[config.mk]
export PLATFORM = sky130hd
export DESIGN_NAME = mem_stage
export DESIGN_NICKNAME = d
export VERILOG_FILES = /design/src/rtl/mem_stage.sv
export SDC_FILE = /design/constraint.sdc
export NUM_CORES = 1
export LEC_CHECK = 0
export CORE_ASPECT_RATIO = 1.4
export CORE_MARGIN = 2
export CORE_UTILIZATION = 31
export CTS_CLUSTER_DIAMETER = 150
export DETAILED_ROUTE_END_ITERATION = 16
export GPL_ROUTABILITY_DRIVEN = 1
export PLACE_DENSITY = 0.65
export RECOVER_POWER = 50
export SLEW_MARGIN = 25
export SYNTH_ARGS = -nofsm -noshare
export SYNTH_HDL_FRONTEND = slang
export SYNTH_SLANG_ARGS = --single-unit
[constraint.sdc]
create_clock -name CLK -period 6.15 [get_ports CLK]
set_input_delay 1.5375 -clock CLK [delete_from_list [all_inputs] [get_ports CLK]]
set_output_delay 1.5375 -clock CLK [all_outputs]
set_load 0.01 [all_outputs]
[src/rtl/mem_stage.sv]
`default_nettype none
// ============================================================================
// Module   : mem_stage
// Brief    : Memory stage: loads/stores over a req/ready + rvalid handshake,
//            taken-branch redirect and a single registered writeback port.
// Revision : 1.0 - initial release
// ============================================================================
module mem_stage #(
  parameter int XLEN = 64
) (
  input  logic            CLK,
  input  logic            RST,
  input  logic [XLEN-1:0] alu_res_i,
  input  logic            alu_write_back_en_i,
  input  logic [4:0]      rd_i,
  input  logic            load_flag_i,
  input  logic            mem_en_i,
  input  logic [2:0]      funct3_i,
  input  logic [XLEN-1:0] store_data_i,
  input  logic            branch_flag_i,
  input  logic [XLEN-1:0] branch_offset_i,
  input  logic [XLEN-1:0] PC_i,
  output logic            stall_o,
  output logic            dmem_req_o,
  output logic            dmem_we_o,
  output logic [XLEN-1:0] dmem_addr_o,
  output logic [XLEN-1:0] dmem_wdata_o,
  output logic [7:0]      dmem_wstrb_o,
  input  logic            dmem_ready_i,
  input  logic            dmem_rvalid_i,
  input  logic [XLEN-1:0] dmem_rdata_i,
  output logic            wb_en_o,
  output logic [4:0]      wb_rd_o,
  output logic [XLEN-1:0] wb_data_o,
  output logic            redirect_o,
  output logic [XLEN-1:0] redirect_pc_o
);

  typedef enum logic [1:0] {
    S_IDLE = 2'd0,
    S_REQ  = 2'd1,
    S_WAIT = 2'd2
  } state_t;

  state_t          r_state,     w_state_nxt;
  logic            r_req,       w_req_nxt;
  logic            r_we,        w_we_nxt;
  logic [XLEN-1:0] r_addr,      w_addr_nxt;
  logic [XLEN-1:0] r_wdata,     w_wdata_nxt;
  logic [7:0]      r_wstrb,     w_wstrb_nxt;
  logic            r_wb_en,     w_wb_en_nxt;
  logic [4:0]      r_wb_rd,     w_wb_rd_nxt;
  logic [XLEN-1:0] r_wb_data,   w_wb_data_nxt;
  logic            r_redir,     w_redir_nxt;
  logic [XLEN-1:0] r_redir_pc,  w_redir_pc_nxt;
  logic [2:0]      r_off,       w_off_nxt;
  logic [2:0]      r_f3,        w_f3_nxt;
  logic [4:0]      r_rd,        w_rd_nxt;
  logic            r_load,      w_load_nxt;

  logic [7:0]      w_mask;
  logic [XLEN-1:0] w_ld_shift;
  logic [XLEN-1:0] w_ld_data;

  always_comb begin
    w_mask = 8'h01;
    case (funct3_i[1:0])
      2'b00:   w_mask = 8'h01;
      2'b01:   w_mask = 8'h03;
      2'b10:   w_mask = 8'h0F;
      default: w_mask = 8'hFF;
    endcase
  end

  // Bring the addressed byte lane down to bit 0 before size/sign selection.
  assign w_ld_shift = dmem_rdata_i >> {r_off, 3'b000};

  always_comb begin
    w_ld_data = w_ld_shift;
    case (r_f3)
      3'b000:  w_ld_data = {{(XLEN-8){w_ld_shift[7]}},   w_ld_shift[7:0]};
      3'b001:  w_ld_data = {{(XLEN-16){w_ld_shift[15]}}, w_ld_shift[15:0]};
      3'b010:  w_ld_data = {{(XLEN-32){w_ld_shift[31]}}, w_ld_shift[31:0]};
      3'b100:  w_ld_data = {{(XLEN-8){1'b0}},            w_ld_shift[7:0]};
      3'b101:  w_ld_data = {{(XLEN-16){1'b0}},           w_ld_shift[15:0]};
      3'b110:  w_ld_data = {{(XLEN-32){1'b0}},           w_ld_shift[31:0]};
      default: w_ld_data = w_ld_shift;
    endcase
  end

  always_comb begin
    w_state_nxt    = r_state;
    w_req_nxt      = r_req;
    w_we_nxt       = r_we;
    w_addr_nxt     = r_addr;
    w_wdata_nxt    = r_wdata;
    w_wstrb_nxt    = r_wstrb;
    w_wb_en_nxt    = 1'b0;
    w_wb_rd_nxt    = r_wb_rd;
    w_wb_data_nxt  = r_wb_data;
    w_redir_nxt    = 1'b0;
    w_redir_pc_nxt = r_redir_pc;
    w_off_nxt      = r_off;
    w_f3_nxt       = r_f3;
    w_rd_nxt       = r_rd;
    w_load_nxt     = r_load;

    case (r_state)
      S_IDLE: begin
        if (branch_flag_i) begin
          w_redir_nxt    = alu_res_i[0];
          w_redir_pc_nxt = PC_i + branch_offset_i;
        end else if (mem_en_i) begin
          w_off_nxt   = alu_res_i[2:0];
          w_f3_nxt    = funct3_i;
          w_rd_nxt    = rd_i;
          w_load_nxt  = load_flag_i;
          w_req_nxt   = 1'b1;
          w_we_nxt    = !load_flag_i;
          w_addr_nxt  = {alu_res_i[XLEN-1:3], 3'b000};
          // Bytes shifted past the doubleword are simply dropped.
          w_wdata_nxt = store_data_i << {alu_res_i[2:0], 3'b000};
          w_wstrb_nxt = w_mask << alu_res_i[2:0];
          w_state_nxt = S_REQ;
        end else begin
          w_wb_en_nxt   = alu_write_back_en_i && (rd_i != 5'd0);
          w_wb_rd_nxt   = rd_i;
          w_wb_data_nxt = alu_res_i;
        end
      end
      S_REQ: begin
        if (dmem_ready_i) begin
          w_req_nxt   = 1'b0;
          w_state_nxt = r_load ? S_WAIT : S_IDLE;
        end
      end
      S_WAIT: begin
        if (dmem_rvalid_i) begin
          w_wb_en_nxt   = (r_rd != 5'd0);
          w_wb_rd_nxt   = r_rd;
          w_wb_data_nxt = w_ld_data;
          w_state_nxt   = S_IDLE;
        end
      end
      default: w_state_nxt = S_IDLE;
    endcase
  end

  always_ff @(posedge CLK) begin
    if (RST) begin
      r_state    <= S_IDLE;
      r_req      <= 1'b0;
      r_we       <= 1'b0;
      r_addr     <= '0;
      r_wdata    <= '0;
      r_wstrb    <= '0;
      r_wb_en    <= 1'b0;
      r_wb_rd    <= '0;
      r_wb_data  <= '0;
      r_redir    <= 1'b0;
      r_redir_pc <= '0;
      r_off      <= '0;
      r_f3       <= '0;
      r_rd       <= '0;
      r_load     <= 1'b0;
    end else begin
      r_state    <= w_state_nxt;
      r_req      <= w_req_nxt;
      r_we       <= w_we_nxt;
      r_addr     <= w_addr_nxt;
      r_wdata    <= w_wdata_nxt;
      r_wstrb    <= w_wstrb_nxt;
      r_wb_en    <= w_wb_en_nxt;
      r_wb_rd    <= w_wb_rd_nxt;
      r_wb_data  <= w_wb_data_nxt;
      r_redir    <= w_redir_nxt;
      r_redir_pc <= w_redir_pc_nxt;
      r_off      <= w_off_nxt;
      r_f3       <= w_f3_nxt;
      r_rd       <= w_rd_nxt;
      r_load     <= w_load_nxt;
    end
  end

  assign stall_o       = (r_state != S_IDLE);
  assign dmem_req_o    = r_req;
  assign dmem_we_o     = r_we;
  assign dmem_addr_o   = r_addr;
  assign dmem_wdata_o  = r_wdata;
  assign dmem_wstrb_o  = r_wstrb;
  assign wb_en_o       = r_wb_en;
  assign wb_rd_o       = r_wb_rd;
  assign wb_data_o     = r_wb_data;
  assign redirect_o    = r_redir;
  assign redirect_pc_o = r_redir_pc;

endmodule
`default_nettype wire

Word-level counts from Yosys, hierarchy flattened:

Index checks and enable logic that the tools add are counted.

* add/subtract/negate cells: 1
* multiply operators: 0
* divide/modulo/power cells: 0
* order comparisons: 0
* equality and inequality tests: 14
* shift operators: 3
* mux-type cells: 24
* bitwise operators: 2
* reductions and logical operators: 16

Operator list (count)
* 64-bit one-hot mux with 6 select lines: 1
* 64-bit two-way mux: 3
* 64-bit one-hot mux with 2 select lines: 1
* 64-bit adder: 1
* 64-bit by 6-bit left shift with 64-bit output: 1
* 64-bit by 6-bit >> shifter with 64-bit output: 1
* 8-bit one-hot mux with 3 select lines: 1
* 5-bit two-way mux: 3
* 4-bit AND reduction: 3
* 2-bit two-way mux: 5
* 2-bit != test, second input constant: 5
* 5-bit one-hot mux with 2 select lines: 1
* 5-bit nonzero test: 2
* 3-bit equality test, second input constant: 3
* 8-bit by 3-bit left shift with 8-bit output: 1
* 1-bit two-way mux: 6
* 2-bit one-hot mux with 3 select lines: 1
* 2-bit nonzero test: 3
* 2-bit by 1-bit equality test with 1-bit output, second input constant: 2
* 2-bit equality test, second input constant: 2
* 2-bit zero test: 2
* 1-bit one-hot mux with 2 select lines: 2
* 3-bit by 1-bit equality test with 1-bit output, second input constant: 1
* 3-bit by 2-bit equality test with 1-bit output, second input constant: 1
* other kinds (7): 8

* flip-flop bits (word level): 284
* bits in latches: 0
* bits in writable memories: 0
* memory bits (read-only): 0
* memories kept: 0

Depth between registers and ports, before layout:

Gate-level depths: netlist of the first run.

* depth after elaboration: 5
* gate-level depth with buffers: 13
* mapped depth without buffers: 12

Least setup slack after synthesis of the first run:

No wires, ideal clock.

* kind: input -> register
* start: input port branch_offset_i[8]
* end: register r_redir_pc[63] (netlist: redirect_pc_o[63])
* arrival: 3.907 ns
* data required time: 6.023 ns
* setup slack: 2.116 ns
* stages: 11
* cells stage by stage: ha_1 -> a21o_1 -> a21o_1 -> a221o_1 -> o21ai_1 -> a31oi_1 -> nand4_1 -> nand3_1 -> a2111oi_2 -> nor3_1 -> or3b_1

* word-level cells in the longest chain between the ends: 1

RTL lines
* from (decl): line 21 `input logic [XLEN-1:0] branch_offset_i,`
* 64-bit adder: line 112 `w_redir_pc_nxt = PC_i + branch_offset_i;`
* to (signal assigned): line 177 `r_redir_pc <= w_redir_pc_nxt;`
* to (decl): line 55 `logic [XLEN-1:0] r_redir_pc, w_redir_pc_nxt;`

No other way between the ends.
A chain may end at the register's enable or synchronous reset.

Final worst setup path of the first run:

* start: input port PC_i[0]
* end: register r_redir_pc[52] (netlist: redirect_pc_o[52])

* word-level cells in the longest chain between the ends: 1

RTL lines
* from (decl): line 22 `input logic [XLEN-1:0] PC_i,`
* 64-bit adder: line 112

No other way between the ends.

==> results.yml, run 1 <==
status:
  run_status: "finished, violations left"
  violations: "max-capacitance violations, max-slew violations"
synth:
  synth_edf_count: 0
  synth_most_common_cell: "nand2_1"
  synthFlopType: "dfxtp_1"
  synth_top_area_cell: "dfxtp_1"
  async_flop_share: 0
  syn_inst: 2311
  synth_top_cells_by_count: "nand2_1, a21oi_1, dfxtp_1"
  yosysSeqAreaShare: 0.327
  yosysWarnings: 0
  synth_top_area_share: 0.327
  syn-cell-area_mm2: 0.0174
  synth_cell_types: 73
  ys_ff_latch: 284
  synth_area_leaders: "dfxtp_1, a21oi_1, nand2_1"
  syn_area_per_cell_um2: 7.53
sta:
  hold_violations: 0
  layout_min_cycle_time_ns: 4.67
  slew_viol_final: 104
  worst_pin_slew_ns: 1.91
  rsz0062_at_grt: "false"
  finClkSkew_ns: 0.0241
  clock.fmax_mhz: 214
  relSlewSlack: -0.275
  setup_viol: 0
  post-route-period-util: 0.760
  tns_ns: 0
worst_setup_path:
  startpoint_type: "input port"
  cp_slowest_cell: "a2111oi_0"
  cp_cell_sequence: "clkdlybuf4s50_1 > ha_1 > fa_1 > a21o_1 > and4_1 > o21bai_1 > a2111oi_2 > o21ai_0 > a2111oi_0 > o21ai_0 > a21oi_1 > xnor2_1 > a21oi_1"
  path_buf_inv: 1
  critPathKind: "in2reg"
  crit_fanout: 3
  crit_family: "compound AO/OA/AOI/OAI gates"
  critical_path_required_ns: 6.49
  cp-end-kind: "register"
  slowest_delay_ns: 0.60
  r2r-start: "r_off[1]"
  critPathLaunch: "PC_i[0]"
  crit_arrival_ns: 5.01
floorplanning:
  start_util: 0.314
  die_y_um: 284
  num_io_pins: 610
  coreArea_mm2: 0.0554
  dieArea_mm2: 0.0581
  rows: 102
  die_width_um: 204
global_route:
  antenna_found_initial: 8
  grt_max_degree: 98
  grt_pass1_vias: 19000
  grt_pass1_wl_mm: 118
  grt-ovfl-total: 0
  track_usage: 0.266
clock_network:
  clock_latency_ns: 0.55
  cts_num_sinks: 284
  clkTransAtPathRegs_ns: 0.06
  tritoncts: "done"
  cts_setup_buffers: 0
  cts_hold_buf: 0
  ctsHtreeMaxLevel: 2
  root_buffer: "clkbuf_16"
  cts_buffers: 36
  cts_max_path_buffers: 3
  cts-resized-gates: 0
cells_and_area:
  final_nets: 3177
  drive_gt1_frac: 0.0543
  area_delta_synth_final_pct: 43.6
flow_run:
  drv_cap: 3
power:
  finalPower_mw: 5.70
  power_density_mw_per_mm2: 228
  leakagePower_nw: 9.91
  power.ir.vdd_worst_uv: 145
drt:
  drtAntennaViolNets: 0
  vias: 19200
  first_iter_violations: 937
  wl_per_cell_um: 22.7
  firstDrtPassIters: 5
  drc_errors: 0
  wl_mm: 80.4
  via_per_inst: 5.43
placed_design:
  dp_hpwl_mm: 62.0
  portBuffers: 606
  place_congestion: 0.949
hold_path:
  hp-class: "reg2reg"
  hp-start: "redirect_pc_o[58]"
-- power by group --
part           switching [mW]  internal, mW  leakage (nW)
registers              0.0687          1.96          2.32
logic                   0.845         0.692          7.03
clock network           0.870          1.26         0.551
-- cells in the final DEF, fill, tap and decap left out, drive strengths merged, types with 17 or more instances in the layout --
| cell type | instances |
|---|---|
| nor2b | 26 |
| dfxtp | 284 |
| inv | 21 |
| ha | 63 |
| o21bai | 18 |
| a22oi | 26 |
| o21ai | 103 |
| mux2i | 74 |
| mux2 | 34 |
| nand4 | 20 |
| clkdlybuf4s50 | 332 |
| xor2 | 17 |
| nor2 | 256 |
| xnor2 | 32 |
| dlygate4sd3 | 270 |
| a21o | 37 |
| o221ai | 42 |
| nand3 | 27 |
| a21oi | 321 |
| nor3 | 53 |
| nand2 | 390 |
| clkbuf | 47 |
| a211oi | 87 |
| o21a | 20 |
| buf | 23 |
-- cell type report --
class,count,area (µm²)
fillers,5555,30400
multi-input cells,1809,10900
repair buffers,625,6220
flip-flops and latches,284,5690
clock buffers,47,993
well taps,728,911
clock inverters,12,156
inverters,21,78.8
diodes,7,17.5
-- final timing paths --
| path | to | slack, ns | cells after the start |
|---|---|---|---|
| worst min-delay path | redirect_pc_o[58] | 0.44 | 2 |
| worst min register to register | redirect_pc_o[58] | 0.44 | 2 |
| worst max-delay path | redirect_pc_o[52] | 1.48 | 13 |
| worst max register to register | wb_data_o[56] | 2.06 | 11 |
-- per-stage QoR --
stage / util / setup slack (ns) / area (µm²) / instances / hold WS [ns]
after floorplan: - / 2.12 / 17400 / 2313 / 0.437
after global placement: 0.430 / 0.911 / 23800 / 3467 / 0.435
after detailed placement: 0.430 / 0.829 / 23800 / 3467 / 0.441
after CTS: 0.451 / 1.41 / 25000 / 3526 / 0.449
after global routing: 0.451 / 1.24 / 25000 / 3532 / 0.464
final: 0.451 / 1.48 / 25000 / 3533 / 0.439
-- logic make-up (layout without fill, tap and decap cells) --
logic type / after synthesis / after routing / share of synthesized area
xor gates and xnor gates: 49 / 49 / 0.0247
adders and majority gates: 64 / 64 / 0.0465
DFF: 284 / 284 / 0.327
and+or+nand+nor: 838 / 838 / 0.205
muxes: 122 / 122 / 0.0827
other: 1 / 10 / 0.000216
AOI/OAI and AO/OA: 733 / 733 / 0.264
buffers and inverters: 220 / 705 / 0.0497
-- sequential cells by signal, indices dropped and copies added, names as in the netlist, 2 cells and up --
| name | count |
|---|---|
| r_off | 3 |
| r_state | 2 |
| wb_rd_o | 5 |
| dmem_wstrb_o | 8 |
| dmem_wdata_o | 64 |
| r_rd | 5 |
| redirect_pc_o | 64 |
| dmem_addr_o | 61 |
| r_f3 | 3 |
| wb_data_o | 64 |
-- layer usage --
layer,global-route usage,vias up,part of all wire
li1,-,9189,-
met1,0.285,9069,0.37
met5,0,-,0.00034
met2,0.475,754,0.50
met4,0.143,4,0.057
met3,0.0632,169,0.073
-- worst register-to-register path, delay by kind of cell, from the launching register on --
kind / cells / cell delay, ns
AND/OR/NAND/NOR: 4 / 1.27
multiplexers: 1 / 0.33
AO/OA/AOI/OAI: 5 / 1.46
buffers and inverters: 1 / 0.62
flip-flops: 1 / 0.34
No activity file was read; power rests on OpenSTA's default activity.
==> run 2: changes to the inputs <==
==> constraint.sdc (replaced) <==
create_clock -name CLK -period 4.5 [get_ports CLK]
set_input_delay 1.125 -clock CLK [delete_from_list [all_inputs] [get_ports CLK]]
set_output_delay 1.125 -clock CLK [all_outputs]
set_load 0.01 [all_outputs]
==> run 2 against run 1 <==
- the flow still finishes with violations (max-capacitance violations, max-slew violations)
- sequential share of layout area is 0.37 points lower
- largest power group unchanged
- power is 39% higher
- final cell count is 1.4% higher
- clock skew is 0.0079 ns lower
- clock-buffer cell count is 3 lower
- critical path depth stayed put
==> results.yml, run 2 (synthesis gave the netlist of run 1 again) <==
status:
  run_status: "finished, violations left"
  violations: "max-capacitance violations, max-slew violations"
worst_setup_path:
  critPathKind: "in2reg"
  crit_fanout: 3
  critPathLaunch: "PC_i[0]"
  crit_arrival_ns: 4.63
  cp-end-kind: "register"
  critical_path_required_ns: 4.90
  r2r-start: "r_off[0]"
  startpoint_type: "input port"
sta:
  relSlewSlack: -0.303
  post-route-period-util: 0.940
  slew_viol_final: 242
  rsz0062_at_grt: "false"
  worst_pin_slew_ns: 1.95
  final.setup.worst_slack_ns: 0.271
  finClkSkew_ns: 0.0162
  clock.fmax_mhz: 236
  hold_violations: 0
  layout_min_cycle_time_ns: 4.23
  setup_viol: 0
clock_network:
  root_buffer: "clkbuf_16"
  clock_latency_ns: 0.54
  ctsHtreeMaxLevel: 2
  tritoncts: "done"
  cts_buffers: 34
  clkTransAtPathRegs_ns: 0.06
  cts_num_sinks: 284
  cts_max_path_buffers: 3
  cts_hold_buf: 0
  cts-resized-gates: 0
  cts_setup_buffers: 0
power:
  power_density_mw_per_mm2: 312
  clock_power_share: 0.377
  leakagePower_nw: 9.94
  switching_power_mw: 2.45
  pwr-share-comb: 0.275
  power_frac_seq: 0.349
  swShare: 0.308
  power.ir.vdd_worst_uv: 188
  p_int_mw: 5.48
floorplanning:
  rows: 102
  die_y_um: 284
  dieArea_mm2: 0.0581
  coreArea_mm2: 0.0554
  start_util: 0.314
  num_io_pins: 610
  die_width_um: 204
hold_path:
  hp-start: "redirect_pc_o[58]"
  hp-class: "reg2reg"
placed_design:
  dp_hpwl_mm: 62.5
  dpl-instance-area_mm2: 0.0242
  place_congestion: 0.999
  dp_slack_ns: -0.196
  portBuffers: 606
cells_and_area:
  mostFrequentLayoutCells: "clkdlybuf4s50_1, nand2_1, a21oi_1, dfxtp_1, nor2_1"
  area_delta_synth_final_pct: 45.9
  final_common_cell: "clkdlybuf4s50_1"
  final_area_mm2: 0.0254
  final_nets: 3227
  fill_cells: 5551
  drive_gt1_frac: 0.0709
drt:
  first_iter_violations: 1218
  vias: 19400
  drc_errors: 0
  firstDrtPassIters: 6
  via_per_inst: 5.42
  drtAntennaViolNets: 0
  wl_mm: 80.3
  wl_per_cell_um: 22.4
global_route:
  grt.busiest_layer: "met2"
  grt_use_met2: 0.467
  use_met1: 0.285
  grt_max_degree: 155
  grt_pass1_vias: 19100
  track_usage: 0.264
  use_met3: 0.0613
  grt_pass1_wl_mm: 118
  antenna_found_initial: 8
  grt-ovfl-total: 0
flow_run:
  drv_cap: 2
[run 2: cell count changes in the layout (fill, tap and decap cells not counted), moves of 3 or more]
| cell | delta |
|---|---|
| clkdlybuf4s50_1 | +81 |
| buf_4 | +46 |
| dlygate4sd3_1 | -81 |
| clkbuf_8 | +3 |
[run 2: layout make-up]
| type | count | area, µm² | area share |
|---|---|---|---|
| repair buffers | 677 | 6620 | 0.261 |
| clock buffers | 44 | 970 | 0.0382 |
| multi-input cells | 1809 | 10900 | 0.429 |
| clock inverters | 13 | 208 | 0.00818 |
| flip-flops and latches | 284 | 5690 | 0.224 |
| inverters | 21 | 78.8 | 0.00310 |
| diodes | 5 | 12.5 | 0.000493 |
| well taps | 728 | 911 | 0.0359 |
[run 2: path summary, 6_finish.rpt]
check                      endpoint  slack, ns  cells past startpoint
setup reg to reg      wb_data_o[60]       0.98                     11
setup / recovery  redirect_pc_o[52]       0.27                     13
hold reg to reg   redirect_pc_o[58]       0.44                      2
hold / removal    redirect_pc_o[58]       0.44                      2
[run 2: through the flow]
stage / TNS [ns] / util / std cells / power, mW / hold slack, ns
final: 0 / 0.458 / 3581 / 7.93 / 0.441
after global routing: 0 / 0.458 / 3581 / 8.26 / 0.463
after CTS: 0 / 0.459 / 3576 / 8.03 / 0.449
after detailed placement: -1.34 / 0.437 / 3519 / 5.02 / 0.442
after global placement: -0.963 / 0.437 / 3519 / 5.01 / 0.438
after floorplan: 0 / - / 2313 / 3.92 / 0.437
[run 2: power by group through the flow]
| stage | combinational, mW | sequential (mW) | clock, mW |
|---|---|---|---|
| final | 2.18 | 2.77 | 2.99 |
| after global routing | 2.34 | 2.79 | 3.14 |
| after CTS | 2.21 | 2.77 | 3.04 |
| after detailed placement | 2.20 | 2.82 | 0 |
| after global placement | 2.19 | 2.82 | 0 |
| after floorplan | 1.04 | 2.88 | 0 |
[run 2: worst max-delay path, stage by stage]
cell	delay (ns)
dlygate4sd3_1	0.60
ha_1	0.21
fa_1	0.19
a21o_1	0.14
and4_1	0.23
o21bai_1	0.11
a2111oi_2	0.35
o21ai_0	0.31
a2111oi_0	0.67
o21ai_0	0.25
a21oi_1	0.21
xnor2_1	0.14
a21oi_1	0.08
[run 2: routing by layer]
layer,share of wire,vias to the layer above
met5,0.00047,-
met4,0.062,6
met3,0.070,184
met2,0.49,769
met1,0.37,9163
li1,-,9299
==> run 3: changes to the inputs <==
--- a/config.mk
+++ b/config.mk
@@ -5,13 +5,13 @@
 export SDC_FILE = /design/constraint.sdc
 export NUM_CORES = 1
 export LEC_CHECK = 0
-export CORE_ASPECT_RATIO = 1.4
-export CORE_MARGIN = 2
-export CORE_UTILIZATION = 31
+export ABC_AREA = 1
+export CORE_AREA = 2 2 238 240
 export CTS_CLUSTER_DIAMETER = 150
 export DETAILED_ROUTE_END_ITERATION = 16
+export DIE_AREA = 0 0 240 242
 export GPL_ROUTABILITY_DRIVEN = 1
-export PLACE_DENSITY = 0.65
+export PLACE_DENSITY = 0.7
 export RECOVER_POWER = 50
 export SLEW_MARGIN = 25
 export SYNTH_ARGS = -nofsm -noshare
==> run 3 against run 2 <==
- the flow still finishes with violations (max-capacitance violations, max-slew violations)
- power is 5.2% higher
- critical path depth is 7 lower
- utilization is 3.4 points higher
- sequential power is 1% higher
- combinational power is 11% higher
- register-to-register slack better by 0.08 ns
- setup slack better by 0.44 ns
- cell area is 8.1% higher
- clock skew is 0.012 ns higher
- hold slack better by 0.019 ns
- final cell count is 31% higher
- routed wire length is 8.7% higher
- critical endpoint is now r_f3[0]
==> results.yml, run 3 <==
status:
  run_status: "finished, violations left"
  violations: "max-capacitance violations, max-slew violations"
cells_and_area:
  mostFrequentLayoutCells: "nand2_1, nor2_1, clkdlybuf4s50_1, inv_1, o21ai_0"
  final_common_cell: "nand2_1"
  area_delta_synth_final_pct: 39.4
  drive_gt1_frac: 0.0285
  final_nets: 4297
  fill_cells: 5843
  finalNonFillerCells: 4685
clock_network:
  cts-resized-gates: 0
  cts_max_path_buffers: 3
  cts_num_sinks: 284
  root_buffer: "clkbuf_16"
  cts_setup_buffers: 0
  tritoncts: "done"
  ctsHtreeMaxLevel: 2
  clkTransAtPathRegs_ns: 0.06
  cts_buffers: 37
  clock_latency_ns: 0.57
  cts_hold_buf: 0
sta:
  clock.fmax_mhz: 264
  hold_violations: 0
  tns_ns: 0
  post-route-period-util: 0.842
  worst_pin_slew_ns: 2.95
  rsz0062_at_grt: "false"
  finClkSkew_ns: 0.0278
  setup_viol: 0
  relSlewSlack: -0.964
  slew_viol_final: 182
  layout_min_cycle_time_ns: 3.79
synth:
  yosysSeqAreaShare: 0.289
  yosysWarnings: 0
  ys_ff_latch: 284
  synth_cell_types: 47
  syn_inst: 3388
  async_flop_share: 0
  syn_area_per_cell_um2: 5.81
  synth_top_cells_by_count: "nand2_1, nor2_1, inv_1"
  synth_edf_count: 0
  synth_top_area_cell: "dfxtp_1"
  synth_area_leaders: "dfxtp_1, nand2_1, nor2_1"
  synth_top_area_share: 0.289
  syn-cell-area_mm2: 0.0197
  synth_most_common_cell: "nand2_1"
  synthFlopType: "dfxtp_1"
global_route:
  track_usage: 0.287
  grt_max_degree: 105
  antenna_found_initial: 4
  grt-ovfl-total: 0
  use_met3: 0.0431
  grt.busiest_layer: "met2"
  use_met1: 0.351
  grt_pass1_vias: 21400
  grt_pass1_wl_mm: 129
  grt_use_met2: 0.484
worst_setup_path:
  cp-end-kind: "register"
  cp_slowest_cell: "clkbuf_1"
  slowest_delay_ns: 1.66
  r2r_setup_slack_ns: 1.06
  critPathKind: "in2reg"
  startpoint_type: "input port"
  crit_fanout: 56
  crit_arrival_ns: 4.29
  critical_path_required_ns: 5.01
  cp_cell_sequence: "clkdlybuf4s50_1 > inv_1 > nand3_4 > clkbuf_1 > o21ai_0 > a21oi_1"
power:
  power.ir.vdd_worst_uv: 228
  leakagePower_nw: 13.3
  switching_power_mw: 2.82
  pwr-share-comb: 0.291
  clock_power_share: 0.372
  p_int_mw: 5.52
  power_frac_seq: 0.337
  power_density_mw_per_mm2: 304
  finalPower_mw: 8.34
  swShare: 0.338
placed_design:
  place_congestion: 0.983
  dp_hpwl_mm: 68.2
  dp.cells: 4614
  portBuffers: 606
drt:
  wl_mm: 87.3
  vias: 23500
  firstDrtPassIters: 6
  first_iter_violations: 2058
  wl_per_cell_um: 18.6
  drc_errors: 0
  via_per_inst: 5.02
  drtAntennaViolNets: 0
floorplanning:
  coreArea_mm2: 0.0557
  dieArea_mm2: 0.0581
  start_util: 0.353
  die_width_um: 240
  die_y_um: 242
  rows: 87
  num_io_pins: 610
hold_path:
  hp-class: "reg2reg"
flow_run:
  drv_cap: 4
[run 3: power groups by stage]
stage	Clock [mW]	Sequential, mW	Combinational, mW
after global placement	0	2.86	2.41
after CTS	3.16	2.81	2.44
final	3.10	2.81	2.43
after global routing	3.25	2.83	2.65
after detailed placement	0	2.86	2.42
after floorplan	0	2.91	1.22
[run 3: layer usage]
metal	vias to the layer above	routed length [µm]
met5	-	27
met4	4	5050
met3	203	6430
met2	1028	40800
met1	10600	35000
li1	11700	-
[run 3: worst paths after layout]
| path | cells after the start | startpoint | to |
|---|---|---|---|
| worst max-delay path | 6 | branch_flag_i | r_f3[0] |
| worst min-delay path | 2 | dmem_wdata_o[17] | dmem_wdata_o[17] |
| worst max register to register | 11 | r_off[0] | wb_data_o[58] |
| worst min register to register | 2 | dmem_wdata_o[17] | dmem_wdata_o[17] |
[run 3: critical path: cells and delay by family]
kind	cells	cell delay, ns
simple gates	1	0.20
compound gates	2	0.59
buf+inv	3	2.37
[run 3: metrics by stage]
| step | area [µm²] | hold slack (ns) | utilization | setup slack, ns |
|---|---|---|---|---|
| global route | 27400 | 0.477 | 0.492 | 0.487 |
| detailed placement | 26200 | 0.456 | 0.471 | 0.826 |
| CTS | 27500 | 0.465 | 0.493 | 1.19 |
| floorplan | 19700 | 0.434 | - | 1.69 |
| finish | 27400 | 0.460 | 0.492 | 0.712 |
| global placement | 26200 | 0.449 | 0.471 | 0.876 |
[run 3: area by class of cell]
type                       count  area [µm²]  share of cell area
antenna                        4        10.0            0.000365
clock buffer                  52        1050              0.0383
clock inverter                15         206             0.00752
inverter                     470        1770              0.0643
multi-input combinational   2469       11500               0.419
sequential                   284        5690               0.207
tap                          756         946              0.0345
timing repair buffer         635        6280               0.229
[run 3: cell families after synthesis]
family	after synthesis	synth area share
fa+ha+maj	64	0.0411
buf+inv	637	0.127
mux	25	0.0127
flops	284	0.289
xor+xnor	28	0.0125
compound gates	611	0.169
other cells	1	0.000191
simple gates	1738	0.349
